[src/rtl/lab2_operand_sequencer.sv]
// lab2_operand_sequencer: single-key operand entry (A, then B + op) for the 4-bit adder/subtractor.
// Define LAB2_SEQ_DEBOUNCE_EN to include the key debounce filter; undefined, the synchronizer drives the edge detector.
module lab2_operand_sequencer #(
   parameter int DEBOUNCE_CYCLES = 500000
) (
   input  logic       clk,
   input  logic       rst,
   input  logic       key_n,
   input  logic [3:0] sw_data,
   input  logic       sw_op,
   output logic [3:0] a,
   output logic [3:0] b,
   output logic       k,
   input  logic [3:0] sum,
   output logic [3:0] result,
   output logic       overflow,
   output logic       result_valid,
   output logic [3:0] state_leds
);
   // state  | meaning
   // WAIT_A | waiting for the press that latches operand A
   // WAIT_B | waiting for the press that latches operand B and the operation
   // CALC   | one cycle: capture adder sum and signed overflow
   // SHOW   | result displayed; next press returns to WAIT_A
   typedef enum logic [1:0] {WAIT_A, WAIT_B, CALC, SHOW} state_t;

   if (DEBOUNCE_CYCLES < 2) begin : g_param_check
      $error("DEBOUNCE_CYCLES must be at least 2");
   end

   logic sync1_q, sync1_d, sync2_q, sync2_d;
   logic deb_lvl;
   logic deb_dly_q, deb_dly_d;
   logic press_q, press_d;

`ifdef LAB2_SEQ_DEBOUNCE_EN
   localparam int CNT_W = $clog2(DEBOUNCE_CYCLES);
   logic             deb_q, deb_d;
   logic [CNT_W-1:0] cnt_q, cnt_d;

   // Level flips only after DEBOUNCE_CYCLES consecutive differing samples.
   always_comb begin
      deb_d = deb_q;
      cnt_d = '0;
      if (sync2_q != deb_q) begin
         if (cnt_q == CNT_W'(DEBOUNCE_CYCLES - 1)) begin
            deb_d = sync2_q;
         end else begin
            cnt_d = cnt_q + 1'b1;
         end
      end
   end

   always_ff @(posedge clk) begin
      if (rst) begin
         deb_q <= 1'b1;
         cnt_q <= '0;
      end else begin
         deb_q <= deb_d;
         cnt_q <= cnt_d;
      end
   end

   assign deb_lvl = deb_q;
`else
   assign deb_lvl = sync2_q;
`endif

   always_comb begin
      sync1_d   = key_n;
      sync2_d   = sync1_q;
      deb_dly_d = deb_lvl;
      press_d   = deb_dly_q & ~deb_lvl;
   end

   always_ff @(posedge clk) begin
      if (rst) begin
         sync1_q   <= 1'b1;
         sync2_q   <= 1'b1;
         deb_dly_q <= 1'b1;
         press_q   <= 1'b0;
      end else begin
         sync1_q   <= sync1_d;
         sync2_q   <= sync2_d;
         deb_dly_q <= deb_dly_d;
         press_q   <= press_d;
      end
   end

   state_t     state_q;
   logic [3:0] a_q, b_q, result_q, leds_q;
   logic       k_q, ovf_q, valid_q;

   always_ff @(posedge clk) begin
      if (rst) begin
         state_q  <= WAIT_A;
         leds_q   <= 4'b0001;
         a_q      <= 4'd0;
         b_q      <= 4'd0;
         k_q      <= 1'b0;
         result_q <= 4'd0;
         ovf_q    <= 1'b0;
         valid_q  <= 1'b0;
      end else begin
         case (state_q)
            WAIT_A: if (press_q) begin
               a_q     <= sw_data;
               state_q <= WAIT_B;
               leds_q  <= 4'b0010;
            end
            WAIT_B: if (press_q) begin
               b_q     <= sw_data;
               k_q     <= sw_op;
               state_q <= CALC;
               leds_q  <= 4'b0100;
            end
            CALC: begin
               result_q <= sum;
               ovf_q    <= (a_q[3] == (b_q[3] ^ k_q)) && (sum[3] != a_q[3]);
               valid_q  <= 1'b1;
               state_q  <= SHOW;
               leds_q   <= 4'b1000;
            end
            default: if (press_q) begin
               valid_q <= 1'b0;
               state_q <= WAIT_A;
               leds_q  <= 4'b0001;
            end
         endcase
      end
   end

   assign a            = a_q;
   assign b            = b_q;
   assign k            = k_q;
   assign result       = result_q;
   assign overflow     = ovf_q;
   assign result_valid = valid_q;
   assign state_leds   = leds_q;
endmodule

[config.mk]
export PLATFORM = sky130hd
export DESIGN_NAME = lab2_operand_sequencer
export DESIGN_NICKNAME = d
export VERILOG_FILES = /design/src/rtl/lab2_operand_sequencer.sv
export SDC_FILE = /design/constraint.sdc
export NUM_CORES = 1
export LEC_CHECK = 0
export CORE_MARGIN = 2
export CORE_UTILIZATION = 38
export CTS_BUF_LIST = sky130_fd_sc_hd__clkbuf_16
export DETAILED_ROUTE_END_ITERATION = 7
export DONT_BUFFER_PORTS = 1
export MAX_ROUTING_LAYER = met4
export PLACE_DENSITY_LB_ADDON = 0.3
export SLEW_MARGIN = 20
export SYNTH_ARGS = -nofsm -noshare
export SYNTH_HDL_FRONTEND = slang
export SYNTH_SLANG_ARGS = --single-unit
export TNS_END_PERCENT = 20
[constraint.sdc]
create_clock -name clk -period 1.7 [get_ports clk]
set_input_delay 0.34 -clock clk [delete_from_list [all_inputs] [get_ports clk]]
set_output_delay 0.34 -clock clk [all_outputs]
set_load 0.01 [all_outputs]
==> metrics.md <==
| Metric | Value |
|---|---|
| Maximum root-to-sink buffer count | `2` |
| GRT Total Usage | `approximately an eighth` |
| Die span in x | `between 50 and 60 um` |
| Number of global-route vias before repair | `between 700 and 800` |
| H-tree Lvls | `1` |
| Worst-path clk slew | `0.06 ns` |
| CP Class | `reg -> reg` |
| Worst r2r src | `state_q[1]` |
| Crit-path leading delay family | `flip-flops` |
| Final RePlAce weighted congestion | `0.743` |
| Ys flop type | `dfxtp_1` |
| Syn avg cell area | `9.16 um2` |
| CP arrival | `approximately 1.7 ns` |
| Post-Syn Instances | `roughly 110` |
| Clock power share | `roughly 44%` |
| Cell with the most instances after synthesis | `dfxtp_1` |
| R2R cell count | `5` |
| RSZ-0062 raised after global routing | `no` |
| CP Launch Point | `state_q[1]` |
| Post-synth EDFFs | `0` |
| Syn_nets | `130` |
| Reg power frac | `~53%` |
| CTS root buf | `clkbuf_16` |
| Asr flop ratio synth | `0%` |
| Max-slew headroom | `about 64%` |
| Worst path max stage delay | `roughly 0.34 ns` |
| Tot Pwr | `1.15 mW` |
| Ant. Diodes | `0` |
| Grt total ovfl | `0` |
| Setup TNS Final | `0 ns` |
| Worst setup SP type | `flop` |
| IO Count | `31` |
| Fin nets | `approximately 130` |
| Clock Latency Late Sink | `approximately 0.25 ns` |
| Yosys cell types | `22` |
| Switching power share of the total | `a little under a fifth` |
| CP Cell Sequence | `inv_1, ha_1, nor2_2, a21oi_4, mux2_1` |
| Maxcap violations | `0` |
| Hold_sp | `rst` |
| Hpwl dp | `roughly 1400 um` |
| PortBufs | `0` |
| Worst path bufs/invs | `1` |
| Global-route wire length before repair | `about 3200 um` |
| DRT iter0 DRCs | `27` |
| Filler cells | `~250` |
| Top cell type's share of synthesized area | `between 40% and 50%` |
| Hold Path Depth | `1` |
| Drt pass-1 iters | `4` |
| Slowest CP cell | `dfxtp_1` |
| P per Cell Area | `roughly 1000 nW/um2` |
| CTS buffer count | `3` |
| Pre-CTS setup slack | `0.149 ns` |
| Layout Skew | `0.00349 ns` |
| Fin. max-slew vios | `0` |
| Top post-synthesis cells by area | `dfxtp_1 (49%), mux2i_1 (7.8%), ha_1 (7.3%)` |
| Worst-Margin Slew | `~0.54 ns` |
| Worst Path Max Fanout | `5` |
| Leak pwr | `0.429 nW` |
| Worst setup margin | `0.169 ns` |
| Area of the multi-input gates | `~500 um2` |
| Crit path time final | `roughly 1.5 ns` |
| Hold Path Class | `in -> reg` |
| Final count of hold timing violations | `0` |
| Initial antenna violation count | `0` |
| Status | `complete, no violations` |
| Seq cells post-synth | `25` |
| Sequential area share after synthesis | `approximately half` |
| # rows | `18` |
| Synth-to-Final Area Change | `10.2%` |
| DR DRC count | `0` |
| Vias per cell | `4.95` |
| Wire per inst | `roughly 13 um` |
| Final WL | `roughly 1900 um` |
| Reg area | `about 500 um2` |
| Antenna-violating nets left | `0` |
| Largest net degree at the start of global routing | `30` |
| P_int | `0.927 mW` |
| Initial Utilization | `40.7%` |
| CORE AREA | `2520 um2` |
| Top post-synthesis cells by count | `dfxtp_1 (25), nand2_1 (14), a21oi_1 (11), nor2_1 (11), nand3_1 (9)` |
| Crit path required time | `between 1.5 and 2 ns` |
| Final setup fails | `0` |
| Synth warnings | `0` |
| Chip height | `around 56 um` |
| Synthesized area | `around 1000 um2` |
| Psw | `0.218 mW` |
| Share of layout cells above drive strength 1 | `under 10%` |
| Post-synth top area cell | `dfxtp_1` |
| Via count | `roughly 700` |
| Period utilization | `90.1%` |
| # clock sinks | `25` |
| Worst VDD drop | `about 0.00065 V` |
| CTS tree | `built` |
| Max Clock Freq | `~650 MHz` |
| Levels on crit path | `5` |
| Crit. End Element | `flop` |
| Die area | `between 3000 and 4000 um2` |
| Comb pwr share | `under 10%` |
-- final timing paths --
kind	to	slack, ns
hold reg to reg	deb_dly_d	0.41
setup reg to reg	state_q[0]	0.17
setup / recovery	state_q[0]	0.17
hold / removal	state_leds[3]	0.15
-- per-layer routing --
metal	share of wire, %	vias to the layer above	track usage, %
met5	0	-	-
met4	0	0	3.06
met3	8.6	0	5.35
met2	50	21	22.0
met1	41	313	13.7
li1	-	369	-
-- placed cells by master (no fill, tap or decap), drive strengths merged, types with 4 or more instances in the layout --
cell type   n
inv         4
a21oi      12
dfxtp      25
nor2       12
nand2b      4
mux2i       8
nand3       9
ha          6
nand2      14
-- registers in the layout (all words and copies together), names as in the netlist --
signal,flops
sync1_q,1
state_q,2
deb_dly_q,1
overflow,1
state_leds,4
k,1
result,4
b,4
result_valid,1
press_q,1
a,4
deb_dly_d,1
-- stage by stage --
step	hold WS, ns	instances	utilization, %	instance area, um2
2_1_floorplan	0.389	112	-	1030
3_3_place_gp	0.393	138	41.6	1050
3_5_place_dp	0.393	138	41.6	1050
4_1_cts	0.143	142	44.7	1130
5_1_grt	0.140	142	44.8	1130
6_report	0.154	142	44.8	1130
-- final cells by class --
| cell class | instances | share of cell area [%] |
|---|---|---|
| Sequential cell | 25 | 44.2 |
| Multi-Input combinational cell | 78 | 43.4 |
| Clock buffer | 3 | 6.64 |
| Tap cell | 30 | 3.32 |
| Inverter | 4 | 1.33 |
| Timing Repair Buffer | 1 | 0.664 |
| Clock inverter | 1 | 0.442 |
-- logic make-up after synthesis --
kind of cell / after synthesis / share of synthesized area (%)
compound gates: 16 / 9.76
flops: 25 / 48.8
simple gates: 46 / 20.7
xor+xnor: 1 / 0.854
mux: 9 / 8.90
buf+inv: 9 / 3.66
fa+ha+maj: 6 / 7.32
-- timing repair --
action,4_1_cts,5_1_grt
buffers inserted,0,0
setup endpoints to repair,0,1
hold buffers,0,0
resized for setup,0,1
-- power groups by stage --
| stage | registers (mW) | logic [mW] | clock network (mW) |
|---|---|---|---|
| 3_3_place_gp | 0.617 | 0.0314 | 0 |
| 2_1_floorplan | 0.615 | 0.0371 | 0 |
| 4_1_cts | 0.605 | 0.0332 | 0.528 |
| 5_1_grt | 0.605 | 0.0384 | 0.550 |
| 6_report | 0.605 | 0.0329 | 0.508 |
| 3_5_place_dp | 0.618 | 0.0325 | 0 |
No activity file was read; power rests on OpenSTA's default activity.
